[config.mk]
export PLATFORM = sky130hd
export DESIGN_NAME = player_controller
export DESIGN_NICKNAME = d
export VERILOG_FILES = /design/src/rtl/dino_pkg.sv /design/src/rtl/button_conditioner.sv /design/src/rtl/player_controller.sv
export SDC_FILE = /design/constraint.sdc
export NUM_CORES = 1
export LEC_CHECK = 0
export CAP_MARGIN = 15
export CORE_UTILIZATION = 35
export CTS_CLUSTER_SIZE = 30
export DETAILED_ROUTE_END_ITERATION = 6
export PLACE_DENSITY = 0.64
export SYNTH_ARGS = -nofsm -noshare
export SYNTH_HDL_FRONTEND = slang
export SYNTH_SLANG_ARGS = --single-unit
export TNS_END_PERCENT = 5
[constraint.sdc]
create_clock -name clk -period 1.7 [get_ports clk]
set_input_delay 0.34 -clock clk [delete_from_list [all_inputs] [get_ports clk]]
set_output_delay 0.34 -clock clk [all_outputs]
set_load 0.05 [all_outputs]
[src/rtl/dino_pkg.sv]
// Shared definitions for the player-side blocks of the runner game.
//   player_state_t : 3-bit player state code seen by the renderer and
//                    game-over logic.
//   TICK_VEL/TICK_POS : bit indices into the two-phase game_tick bus.
package dino_pkg;

  typedef enum logic [2:0] {
    IDLE = 3'd0,
    RUN  = 3'd1,
    JUMP = 3'd2,
    DUCK = 3'd3,
    DEAD = 3'd4
  } player_state_t;

  // game_tick[TICK_VEL] pulses first in a frame, game_tick[TICK_POS] on the
  // following cycle.
  localparam int TICK_VEL = 0;
  localparam int TICK_POS = 1;

endpackage

[src/rtl/button_conditioner.sv]
// Button conditioner: 2-FF synchronizer, frame-tick debouncer and rise
// detect for one asynchronous active-high button.
//   clk, reset : system clock, synchronous active-high reset
//   tick       : frame pulse; the debouncer only advances on this cycle
//   raw        : asynchronous button input
//   level      : debounced level (registered)
//   press      : high in the tick cycle where level is about to go 0->1
module button_conditioner #(
  parameter int DEBOUNCE_FRAMES = 2
) (
  input  logic clk,
  input  logic reset,
  input  logic tick,
  input  logic raw,
  output logic level,
  output logic press
);

  localparam int CW = $clog2(DEBOUNCE_FRAMES + 1);

  logic          sync_a;
  logic          sync_b;
  logic [CW-1:0] cnt;
  logic          accept;

  // cnt counts consecutive ticks on which the synchronized level differs
  // from the accepted level; the tick that completes the run accepts it.
  assign accept = tick && (sync_b != level) &&
                  (cnt == CW'(DEBOUNCE_FRAMES - 1));

  // press is combinational so the consumer sees it in the same tick cycle
  // in which the registered level flips.
  assign press = accept && sync_b;

  always_ff @(posedge clk) begin
    if (reset) begin
      sync_a <= 1'b0;
      sync_b <= 1'b0;
      cnt    <= '0;
      level  <= 1'b0;
    end else begin
      sync_a <= raw;
      sync_b <= sync_a;
      if (tick) begin
        if (sync_b == level) begin
          cnt <= '0;
        end else if (accept) begin
          level <= sync_b;
          cnt   <= '0;
        end else begin
          cnt <= cnt + 1'b1;
        end
      end
    end
  end

endmodule

[src/rtl/player_controller.sv]
// Player-input and state sequencer feeding player_physics.
//   clk, reset    : system clock, synchronous active-high reset
//   game_tick[1:0]: [0] velocity-phase frame pulse, [1] position-phase pulse
//   btn_jump_raw  : asynchronous jump button
//   btn_down_raw  : asynchronous down button
//   jump_done     : from physics, meaningful on game_tick[1]
//   collision     : level from collision block, sampled on game_tick[1]
//   jump_pulse    : one-cycle jump request, only ever on game_tick[0]
//   button_down   : conditioned down level while RUN/DUCK/JUMP
//   player_state  : current state code (registered; also the FSM debug view)
//   anim_frame    : run/duck animation phase
//   game_over     : high while DEAD
// There is no handshake here: every request is a tick-qualified pulse or
// level that physics samples on its own phase, with no backpressure.
module player_controller
  import dino_pkg::*;
#(
  parameter int DEBOUNCE_FRAMES = 2,
  parameter int ANIM_FRAMES     = 6,
  parameter int RESTART_HOLDOFF = 30
) (
  input  logic       clk,
  input  logic       reset,
  input  logic [1:0] game_tick,
  input  logic       btn_jump_raw,
  input  logic       btn_down_raw,
  input  logic       jump_done,
  input  logic       collision,
  output logic       jump_pulse,
  output logic       button_down,
  output logic [2:0] player_state,
  output logic       anim_frame,
  output logic       game_over
);

  localparam int AW = $clog2(ANIM_FRAMES + 1);
  localparam int HW = $clog2(RESTART_HOLDOFF + 1);

  player_state_t state, state_next;
  logic          tick_vel, tick_pos;
  logic          jump_level, jump_press;
  logic          down_level, down_press;
  logic          down_now;
  logic [AW-1:0] anim_cnt;
  logic [HW-1:0] holdoff;
  logic          holdoff_done;

  assign tick_vel = game_tick[TICK_VEL];
  assign tick_pos = game_tick[TICK_POS];

  button_conditioner #(.DEBOUNCE_FRAMES(DEBOUNCE_FRAMES)) u_jump (
    .clk   (clk),
    .reset (reset),
    .tick  (tick_vel),
    .raw   (btn_jump_raw),
    .level (jump_level),
    .press (jump_press)
  );

  button_conditioner #(.DEBOUNCE_FRAMES(DEBOUNCE_FRAMES)) u_down (
    .clk   (clk),
    .reset (reset),
    .tick  (tick_vel),
    .raw   (btn_down_raw),
    .level (down_level),
    .press (down_press)
  );

  // Down as it stands in this tick, including a rise accepted right now, so
  // that jump and down raised together resolve to DUCK with no jump_pulse.
  assign down_now     = down_level || down_press;
  assign holdoff_done = (holdoff == HW'(RESTART_HOLDOFF));

  always_ff @(posedge clk) begin
    if (reset) state <= IDLE;
    else       state <= state_next;
  end

  always_comb begin
    state_next = state;
    jump_pulse = 1'b0;
    unique case (state)
      IDLE: begin
        if (tick_vel && jump_press) state_next = RUN;
      end
      RUN: begin
        if (tick_pos && collision) begin
          state_next = DEAD;
        end else if (tick_vel && down_now) begin
          state_next = DUCK;
        end else if (tick_vel && jump_press) begin
          state_next = JUMP;
          jump_pulse = 1'b1;
        end
      end
      JUMP: begin
        if (tick_pos && collision)      state_next = DEAD;
        else if (tick_pos && jump_done) state_next = RUN;
      end
      DUCK: begin
        if (tick_pos && collision)      state_next = DEAD;
        else if (tick_vel && !down_now) state_next = RUN;
      end
      DEAD: begin
        if (tick_vel && jump_press && holdoff_done) state_next = IDLE;
      end
      default: state_next = IDLE;
    endcase
  end

  // Holdoff clears whenever not DEAD, so it starts from 0 on every entry.
  always_ff @(posedge clk) begin
    if (reset || state != DEAD) begin
      holdoff <= '0;
    end else if (tick_vel && !holdoff_done) begin
      holdoff <= holdoff + 1'b1;
    end
  end

  // Animation advances in RUN/DUCK, freezes in JUMP, clears in IDLE/DEAD.
  always_ff @(posedge clk) begin
    if (reset || state == IDLE || state == DEAD) begin
      anim_cnt   <= '0;
      anim_frame <= 1'b0;
    end else if ((state == RUN || state == DUCK) && tick_vel) begin
      if (anim_cnt == AW'(ANIM_FRAMES - 1)) begin
        anim_cnt   <= '0;
        anim_frame <= ~anim_frame;
      end else begin
        anim_cnt <= anim_cnt + 1'b1;
      end
    end
  end

  assign button_down  = down_level &&
                        (state == RUN || state == DUCK || state == JUMP);
  assign player_state = state;
  assign game_over    = (state == DEAD);

endmodule

# Yosys cells after proc, flatten, opt, wreduce, memory -nomap -nowiden
# Index checks and enable logic that the tools add are counted.
[word_totals] register_bits=22 input_bits=8 out_inout_bits=7 word_cells=84
[op_classes] n_addsub=4 n_eq_ne=18 n_mux=19 bitwise_logic=3 n_reduce_logical=28
[op_table] cell="2-to-1 mux 3 bit" count=10
[op_table] cell="logical AND 1 bit" count=15
[op_table] cell="one-hot mux 3 bit (5 select lines)" count=1
[op_table] cell="inequality test 3 bit, second input constant" count=3
[op_table] cell="2-to-1 mux 2 bit" count=4
[op_table] cell="equality test 3 x 2 -> 1 bit, second input constant" count=2
[op_table] cell="equality test 3 bit, second input constant" count=2
[op_table] cell="logical OR 1 bit" count=6
[op_table] cell="AND reduction 3 bit" count=2
[op_table] cell="adder 5 x 1 -> 5 bit, second input constant" count=1
[op_table] cell="equality test 5 bit, second input constant" count=1
[op_table] cell="AND reduction 5 bit" count=1
[op_table] cell="adder 2 x 1 -> 2 bit, second input constant" count=2
[op_table] cell="equality test 2 x 1 -> 1 bit, second input constant" count=2
[op_table] cell="2-to-1 mux 1 bit" count=4
[op_table] cell="inequality test 4 bit, second input constant" count=1
[op_table] cell="adder 3 x 1 -> 3 bit, second input constant" count=1
[op_table] cell="equality test 3 x 1 -> 1 bit, second input constant" count=1
[op_table] cell="zero test 3 bit" count=1
[op_table] cell="inverter 1 bit" count=3
[op_table] cell="equality test 1 bit" count=2
[op_table] cell="zero test 1 bit" count=2
[op_table] cell="inequality test 1 bit" count=2
[op_table] cell="inequality test 2 x 1 -> 1 bit, second input constant" count=1
[op_table] cell="2 further kinds" count=2

# Logic depth before layout (Yosys ltp)
# Gate-level depths: netlist of the first run.
[depth] depth_word=10 depth_mapped=6 ltp_nobuf=6

# Cells and area by module
# A second synthesis of the first run with hierarchy kept.
[hier_totals] cells_unflattened=117 area_unflattened_um2=1166.1
[modules_own_cells] module="player_controller" instances=1 cells_per_inst=79 area_each_um2=753.2 seq_area_each_um2=240.2
[modules_own_cells] module="button_conditioner" instances=2 cells_per_inst=19 area_each_um2=206.4 seq_area_each_um2=100.1

# Worst setup path before layout of the first run
# OpenSTA, ideal clock, no wires.
[synth_path] path_kind="register to output" start="reg state[2], in the netlist player_state[2]" end="out jump_pulse" t_arrival_ns=2.574 t_required_ns=1.360 path_slack_ns=-1.214 stages_incl_launch_ff=5 path_cell_list="dfxtp_1 clkbuf_1 nand2b_1 nand2b_1 nor4_1"
[synth_via] elab_chain_len=2
[synth_rtl] element="start, declared" line="player_controller.sv:39" source="player_state_t state, state_next;"
[synth_rtl] element="start signal, assigned" line="player_controller.sv:76" source="else state <= state_next;"
[synth_rtl] element="equality test 3 x 1 -> 1 bit" line="player_controller.sv:82" source="unique case (state)"
[synth_rtl] element="2-to-1 mux 1 bit" line="player_controller.sv:82"
[synth_rtl] element="end, declared" line="player_controller.sv:29" source="output logic jump_pulse,"
# Every way passes these cells.

# Worst setup path in the final report of the first run
[layout_path] start="reg u_jump.cnt[1]" end="out jump_pulse"
[layout_via] elab_chain_len=8
[layout_rtl] element="start, declared" line="button_conditioner.sv:23" source="logic [CW-1:0] cnt;"
[layout_rtl] element="start signal, assigned" line="button_conditioner.sv:51" source="cnt <= cnt + 1'b1;"
[layout_rtl] element="equality test 2 x 1 -> 1 bit" line="button_conditioner.sv:29" source="(cnt == CW'(DEBOUNCE_FRAMES - 1));"
[layout_rtl] element="logical AND 1 bit" line="button_conditioner.sv:28" source="assign accept = tick && (sync_b != level) &&"
[layout_rtl] element="logical AND 1 bit" line="button_conditioner.sv:33" source="assign press = accept && sync_b;"
[layout_rtl] element="logical AND 1 bit" line="player_controller.sv:91" source="end else if (tick_vel && jump_press) begin"
[layout_rtl] element="2-to-1 mux 1 bit" line="player_controller.sv:91"
[layout_rtl] element="2-to-1 mux 1 bit" line="player_controller.sv:89" source="end else if (tick_vel && down_now) begin"
[layout_rtl] element="2-to-1 mux 1 bit" line="player_controller.sv:87" source="if (tick_pos && collision) begin"
[layout_rtl] element="2-to-1 mux 1 bit" line="player_controller.sv:82"
# Every way passes these cells.

==> impl_results.md, run 1 <==
- Cell variety after synth: 37
- CTS Buf Count: 3
- WP data arrival: 1.58 ns
- Crit path time final: 1.92 ns
- Hold Path Class: reg2reg
- Most frequent cells in the layout: dfxtp_1, buf_4, nor2_1, nor3_1
- CP max FO: 3
- Warnings from Yosys: 0
- Multi-input combinational cell area: 614 um^2
- Critical-path top delay cell: or3b_4
- Sequential-to-total area share from yosys stat: 42.6%
- Pin count of the biggest net entering global routing: 18
- CTS Sinks: 22
- CORE AREA: 2780 um^2
- CP bufs+invs: 1
- Cell area after synthesis: approximately 1000 um^2
- GP Congestion: 0.812
- Number of synthesized flops with an enable pin: 0
- Die area: 3170 um^2
- Synth-to-layout area growth: 36.7%
- Final Power: 987 uW
- Input/output buffers: 14
- Slew Viols, Final: 0
- Max IR drop VDD: 416 uV
- Crit start category: register
- First-pass GRT wire length: 4060 um
- Synthesized net count: about 120
- HPWL Detailed: approximately 1600 um
- Max Freq: 522 MHz
- Drt first pass iters: 4
- Slew headroom: 82.0%
- Seq. cell area: 450 um^2
- Final Setup Violations: 1
- CTS Hold Bufs: 0
- Die Span X: about 56 um
- I/O pins: 15
- Diode count: 0
- Avg Vias per Cell: approximately 5.2
- Congestion Overflow GR: 0
- CP required: ~1.4 ns
- Routed Antenna Nets: 0
- Max stage delay on crit path: 0.40 ns
- Layout cells sized above 1: between 20 and 30%
- CP top delay family: simple AND/OR/NAND/NOR gates
- Setup TNS: -0.217 ns
- Row Count: 19
- Post-route setup slack: -0.217 ns
- Async SR Flop Fraction: 0%
- Seq cells post-synth: 22
- Mapped Avg Cell Area: 9.07 um^2
- CTS clock-pin slew for the worst setup and hold paths: 0.13 ns
- Post-Syn Instances: 114
- Most common cell after layout, fill and taps aside: dfxtp_1
- Failing checks: negative setup slack
- Period utilization: 113%
- Measured slew at the worst slew-check pin: 0.266 ns
- Layout Utilization: 50.8%
- Vias in the first global route: 905
- Max-cap check violation count: 0
- Initial drt markers: 41
- Power density over the cells: roughly 700 nW/um^2
- CTS Buffer Depth: 2
- Fillers: ~260
- Routed wire per std cell: 12.9 um
- H-tree Lvls: 1
- Pleak: 0.559 nW
- Crit-path cells: nand3b_4 > or3b_4 > nor4_4 > buf_12
- Total wire length: 2210 um
- Initial antenna violation count: 0
- Final hold vios: 0
- Setup crit end kind: output port
- Total number of vias: 891
- Residual DRC count: 0
- Die height: 56.3 um
- Tot GR Track Use: 16.1%
- CTS root buffer: clkbuf_4
- Worst skew pair latency: a little over 0.3 ns
- Worst Path Class, Setup: reg2out
- Clock Skews: approximately 0.0048 ns
- Synth Flop Type: dfxtp_1
- RSZ-0062 raised after global routing: yes
- Initial Util: 37.2%
- Status: finished, violations left
- CTS tree: done
- Final-stage net count: 151
power by group:
part,switching (mW),internal (mW)
clock,0.164,0.238
combinational,0.0288,0.0341
sequential,0.00379,0.519
total,0.196,0.791
flip-flops by register name (all words and copies together) (netlist names), 2 cells and up:
signal / cells
holdoff: 5
player_state: 3
u_jump.cnt: 2
anim_cnt: 3
u_down.cnt: 2
synthesized netlist by cell type (3+ instances only):
cell type / count / area share [%]
and3b_1: 4 / 3.4
o21ai_0: 5 / 2.4
nand2b_1: 3 / 1.8
nor3b_1: 5 / 3.6
a21oi_1: 6 / 2.9
xor2_1: 3 / 2.5
clkbuf_1: 4 / 1.5
nor3_1: 7 / 3.4
dfxtp_1: 22 / 43
mux2i_1: 3 / 2.9
nor2b_1: 4 / 2.4
xnor2_1: 4 / 3.4
nor2_1: 12 / 4.4
layer usage:
metal	vias up	part of all wire (%)	track usage [%]
met5	-	0	0
met4	0	0.77	7.32
met3	2	3.1	2.30
met2	16	49	28.4
met1	413	47	19.1
li1	460	-	-
timing repair:
action                                  4_1_cts  5_1_grt
setup buffers                                 0        0
endpoints found under the setup margin        4        3
gates resized for setup                       3        1
pin swaps                                     1        0
final cells by class:
| cell class | instances | share of cell area, % |
|---|---|---|
| Timing Repair Buffer | 26 | 17.6 |
| Multi-Input combinational cell | 86 | 43.5 |
| Inverter | 2 | 0.531 |
| Tap cell | 31 | 2.75 |
| Clock buffer | 3 | 1.59 |
| Clock inverter | 1 | 2.13 |
| Sequential cell | 22 | 31.9 |
worst reg2reg max path, stage by stage, from the launching register on:
cell and delay (ns):
dfxtp_1 0.34, nand3b_4 0.15, or3b_4 0.40, a221o_1 0.39, o21a_1 0.19
stage by stage:
| step | worst slack, ns | hold slack, ns | cell area [um^2] | cells |
|---|---|---|---|---|
| after global placement | -0.502 | 0.427 | 1350 | 167 |
| after detailed placement | -0.503 | 0.424 | 1350 | 167 |
| after CTS | -0.241 | 0.456 | 1410 | 171 |
| after floorplan | -0.131 | 0.412 | 1080 | 114 |
| after global routing | -0.297 | 0.470 | 1410 | 171 |
| final | -0.217 | 0.455 | 1410 | 171 |
final timing paths:
path                                            startpoint                      endpoint  slack, ns  cells after the start
worst max-delay path            u_jump.cnt[1]$_SDFFE_PP0P_                    jump_pulse      -0.22                      4
worst min-delay path              u_jump.sync_a$_SDFF_PP0_      u_jump.sync_b$_SDFF_PP0_       0.45                      1
worst max register to register  u_jump.cnt[1]$_SDFFE_PP0P_  player_state[2]$_SDFFE_PP0P_       0.14                      4
worst min register to register    u_jump.sync_a$_SDFF_PP0_      u_jump.sync_b$_SDFF_PP0_       0.45                      1
kinds of logic (layout without fill, tap and decap cells):
kind of cell / count (synthesis) / in the layout / synth area share (%)
simple gates: 53 / 53 / 30.4
flops: 22 / 22 / 42.6
compound gates: 21 / 21 / 13.6
xor+xnor: 7 / 7 / 5.93
buf+inv: 6 / 32 / 2.18
mux: 3 / 3 / 2.91
fa+ha+maj: 2 / 2 / 2.42
No activity file was read; power rests on OpenSTA's default activity.
==> run 2, diff against run 1 <==
--- a/config.mk
+++ b/config.mk
@@ -6,10 +6,12 @@
 export NUM_CORES = 1
 export LEC_CHECK = 0
 export CAP_MARGIN = 15
+export CORE_ASPECT_RATIO = 0.8
 export CORE_UTILIZATION = 35
 export CTS_CLUSTER_SIZE = 30
 export DETAILED_ROUTE_END_ITERATION = 6
 export PLACE_DENSITY = 0.64
+export SETUP_SLACK_MARGIN = 0.4
 export SYNTH_ARGS = -nofsm -noshare
 export SYNTH_HDL_FRONTEND = slang
 export SYNTH_SLANG_ARGS = --single-unit
==> impl_results.md, run 2 (synthesis results as in run 1) <==
- Status: finished, violations left
- Failing checks: negative setup slack
- Routed wire per std cell: 12.2 um (-5.3%)
- GP Congestion: 0.782 (-3.8%)
- Post-DP Area: 1370 um^2 (+1.2%)
- Residual DRC count: 0 (unchanged)
- Row Count: 17 (-2)
- End of the critical path: jump_pulse
- R2R cell count: 5 (+1)
- Period utilization: 108% (-4.9 points)
- Setup crit end kind: output port
- Seq. cell area: 459 um^2 (+1.9%)
- Biggest register: holdoff
- Max IR drop VDD: 340 uV (-18%)
- H-tree Lvls: 1 (unchanged)
- WHS Path Cells: 1 (unchanged)
- Post-route setup slack: -0.133 ns (+0.0840 ns)
- Layout Utilization: 53.7% (+2.9 points)
- Reg2reg setup slack: 0.07 ns (-0.07 ns)
- Congestion Overflow GR: 0 (unchanged)
- Clock Skews: 0.00288 ns (-0.00189 ns)
- Most common cell after layout, fill and taps aside: buf_4
- Worst Path Class, Setup: reg2out
- Max Freq: 546 MHz (+4.6%)
- Initial antenna violation count: 0 (unchanged)
- Crit path time final: 1.83 ns (-0.0840 ns)
- CP top delay family: simple AND/OR/NAND/NOR gates
- Initial drt markers: 33 (-20%)
- Fillers: 248 (-5.7%)
- CP max FO: 2 (-1)
- CTS root buffer: clkbuf_8
- HPWL Detailed: 1590 um (-0.60%)
- Initial Util: 37.1% (-0.067 points)
- Die height: 50.6 um (-10%)
- Input/output buffers: 14 (unchanged)
- Pleak: 0.596 nW (+6.6%)
- Multi-input combinational cell area: 662 um^2 (+7.7%)
- CP bufs+invs: 1 (unchanged)
- Total wire length: 2190 um (-0.90%)
- Diode count: 0 (unchanged)
- Worst r2r dst: player_state[2]$_SDFFE_PP0P_
- Die Span X: 62.8 um (+11%)
- Max-cap check violation count: 0 (unchanged)
- Critical-path top delay cell: or3b_4
- CP required: 1.36 ns (about the same)
- Layout cells sized above 1: 34.8% (+9.8 points)
- R2r startpoint: u_jump.cnt[1]$_SDFFE_PP0P_
- Worst hold slack: 0.448 ns (-0.00718 ns)
- Most frequent cells in the layout: buf_4, dfxtp_1, nor2_1, nor3_1, a21oi_1
- Crit start category: register
- I/O pins: 15 (unchanged)
- CTS Buffer Depth: 2 (unchanged)
- Final Setup Violations: 1 (unchanged)
- WP data arrival: 1.49 ns (-0.09 ns)
- Worst skew pair latency: 0.26 ns (-0.05 ns)
- Vias in the first global route: 863 (-4.6%)
- Max stage delay on crit path: 0.39 ns (about the same)
- Final-stage net count: 152 (+0.66%)
- Synth-to-layout area growth: 44.8%
- Slew Viols, Final: 0 (unchanged)
- Pin count of the biggest net entering global routing: 15 (-3)
- Crit path depth: 4 (unchanged)
- Final hold vios: 0 (unchanged)
- Measured slew at the worst slew-check pin: 0.267 ns (+0.00102 ns)
- Crit-path cells: nand3b_4 > or3b_4 > nor4_4 > buf_12
- Origin of the worst setup path: u_jump.cnt[1]$_SDFFE_PP0P_
- CTS Sinks: 22 (unchanged)
- Total number of vias: 897 (+0.67%)
- Drt first pass iters: 4 (unchanged)
- Power density over the cells: 644 nW/um^2 (-7.9%)
- Routed Antenna Nets: 0 (unchanged)
- Max FFs per register: 5 (unchanged)
- First-pass GRT wire length: 3780 um (-7.0%)
- Hold Path Class: reg2reg
- Die area: 3180 um^2 (about the same)
- CTS clock-pin slew for the worst setup and hold paths: 0.08 ns (-0.05 ns)
- Tot GR Track Use: 16.0% (-0.099 points)
- CTS tree: done
- CTS Buf Count: 3 (unchanged)
- Setup Slack @ Placement: -0.480 ns (+0.0227 ns)
- Design area: 1500 um^2 (+5.9%)
- Avg Vias per Cell: 5.01 (-3.8%)
- CORE AREA: 2790 um^2 (+0.18%)
- Slew headroom: 82.0% (about the same)
- CTS Hold Bufs: 0 (unchanged)
- RSZ-0062 raised after global routing: yes
## run 2: repair_timing
action,CTS,global route
hold endpoints to repair,0,0
endpoints found under the setup margin,15,15
pin swaps,4,4
buffers inserted,0,0
resized for setup,6,17
## run 2: how the worst min path moves through the flow
stage | startpoint | end | slack, ns
global route | u_down.sync_a$_SDFF_PP0_ | u_down.sync_b$_SDFF_PP0_ | 0.47
floorplan | reset | u_down.sync_a$_SDFF_PP0_ | 0.41
detailed placement | u_jump.sync_a$_SDFF_PP0_ | u_jump.sync_b$_SDFF_PP0_ | 0.43
global placement | u_down.sync_a$_SDFF_PP0_ | u_down.sync_b$_SDFF_PP0_ | 0.42
finish | u_down.sync_a$_SDFF_PP0_ | u_down.sync_b$_SDFF_PP0_ | 0.45
CTS | u_down.sync_a$_SDFF_PP0_ | u_down.sync_b$_SDFF_PP0_ | 0.45
## run 2: where the power goes
group          internal [mW]  switching [mW]
clock network          0.207           0.171
registers              0.515         0.00481
logic                 0.0355          0.0303
total                  0.757           0.206
## run 2: metal layers
metal | global-route usage (%) | vias to the layer above | wire length [um]
met3 | 5.68 | 5 | 101
met2 | 26.1 | 16 | 963
li1 | - | 467 | -
met1 | 18.5 | 409 | 1090
met4 | 8.14 | 0 | 41
met5 | 0 | - | 0
## run 2: cell type report
class,instances,area share [%]
Multi-Input combinational cell,86,44.2
Sequential cell,22,30.7
Timing Repair Buffer,27,17.6
Clock buffer,4,3.68
Tap cell,38,3.18
Inverter,2,0.669
## run 2: through the flow
step | cells | total power [mW] | TNS, ns
6_report | 179 | 0.964 | -0.133
5_1_grt | 179 | 1.01 | -0.223
4_1_cts | 179 | 0.978 | -0.152
3_5_place_dp | 175 | 0.601 | -1.84
3_3_place_gp | 175 | 0.600 | -1.76
2_1_floorplan | 114 | 0.564 | -0.388
==> RTL change (settings of run 2) <==
Put a register stage on the outputs `button_down` and `game_over`, with the module's reset. The values now appear one clock later. The other outputs are not delayed to match.
--- a/src/rtl/player_controller.sv
+++ b/src/rtl/player_controller.sv
@@ -132,10 +132,16 @@
     end
   end
 
-  assign button_down  = down_level &&
-                        (state == RUN || state == DUCK || state == JUMP);
   assign player_state = state;
-  assign game_over    = (state == DEAD);
+  always_ff @(posedge clk) begin
+    if (reset) begin
+      button_down <= '0;
+      game_over   <= '0;
+    end else begin
+      button_down <= down_level && (state == RUN || state == DUCK || state == JUMP);
+      game_over   <= (state == DEAD);
+    end
+  end
 
 endmodule
 
Function: changed (a bounded check fails within 10 cycles, from zero or initial values and one cycle with reset high).
==> RTL change against run 2 <==
- utilization rose by 0.80 points
- routed wire length rose by 0.55%
- largest cell class unchanged
- power rose by 9.7%
- worst setup slack improved by 51 ps
- final cell count rose by 3.4%
- sequential cell count rose by 2
- synthesized area rose by 2.7%
- synthesized cell count rose by 3.5%
- critical endpoint unchanged
- sequential share of layout area rose by 1.5 points
- the run still ends with negative setup slack left
- cell area rose by 2.3%
==> RTL change: results (changes against run 2) <==
- Result of the run: complete, but fails checks (unchanged).
- Violated checks: negative setup slack (unchanged).
- The number of placed instances, taps included is 179 (was 175).
- The count of inverters other than clock inverters in the layout is 6 (was 2).
- The share of cell area taken by muxes after synthesis is 0.943% (was 2.91%).
- The all-layer global routing usage is 15.8% (was 16.0%).
- The met1 track demand over resource was 21.1% (was 18.5%).
- The iteration-0 DRC count of the detailed router is 39 (was 33).
- The final net count came to 158 (was 152).
- The cell leakage power is 0.582 nW (was 0.596 nW).
- The final critical-path setup slack came to -82.2 ps (was -133 ps).
- The routing usage on met3 was 4.24% (was 5.68%).
- Biggest area contributors in the synthesized netlist: dfxtp_1, nor2_1, nor2b_1, xnor2_1, a21oi_1 (was dfxtp_1, nor2_1, nor3b_1, and3b_1, nor3_1).
- The fraction of area in clock buffers and inverters is 4.33% (was 3.68%).
- The post-place instance area is 1360 um2 (was 1370 um2).
- The total routed wirelength is 2200 um (was 2190 um).
- The synthesized flop and latch total was 24 (was 22).
- The vias per cell came to 4.91 (was 5.01).
- The wire length of the first global-routing pass is 3930 um (was 3780 um).
- The fraction of power spent switching nets was 19.6% (was 21.4%).
- The number of standard cells in the layout, taps in and fillers out was 185 (was 179).
- The number of filler cells placed in the layout is 273 (was 248).
- The share of synthesized cell area in full adder, half adder and majority cells came to 2.36% (was 2.42%).
- The worst setup slack before clock tree synthesis is -293 ps (was -480 ps).
- The unique cell type count in the Yosys netlist is 32 (was 37).
- The setup-violating endpoint count in the final report was 1 (unchanged).
- The combinational gate power is 0.0571 mW (was 0.0658 mW).
- The relative contribution of sequential cells to total power is 53.7% (was 53.9%).
- The final-layout non-clock buffer area share is 17.9% (was 17.6%).
- The aggregate negative setup slack came to -82.2 ps (was -133 ps).
- The number of non-clock buffers is 29 (was 27).
- The power per standard cell area is 691 nW/um2 (was 644 nW/um2).
- The HPWL reported at the end of detailed placement is 1600 um (was 1590 um).
- The endpoint arrival time on the critical path is 1440 ps (was 1490 ps).
==> RTL change: changes by cell type after synthesis, sizes merged, moves of 3 or more <==
cell,change
and3b,-4
inv,+4
nand2,+5
nand2b,-3
nor2b,+3
nor3,-4
==> RTL change: final timing paths <==
path / from / end / slack [ps] / cells after the start
max reg2reg: u_jump.cnt[1]$_SDFFE_PP0P_ / player_state[2]$_SDFFE_PP0P_ / 190 / 5
min reg2reg: u_jump.sync_a$_SDFF_PP0_ / u_jump.sync_b$_SDFF_PP0_ / 440 / 1
min: u_jump.sync_a$_SDFF_PP0_ / u_jump.sync_b$_SDFF_PP0_ / 440 / 1
max: u_jump.cnt[1]$_SDFFE_PP0P_ / jump_pulse / -80 / 4
==> RTL change: what timing repair did <==
item | CTS | global route
gates resized for setup | 10 | 13
pin swaps | 2 | 7
setup buffers | 2 | 0
endpoints found under the setup margin | 10 | 12
==> RTL change: routing by layer <==
metal,up-vias,wire (um)
li1,468,-
met1,415,1080
met2,21,995
met3,4,103
met4,0,25
met5,-,0
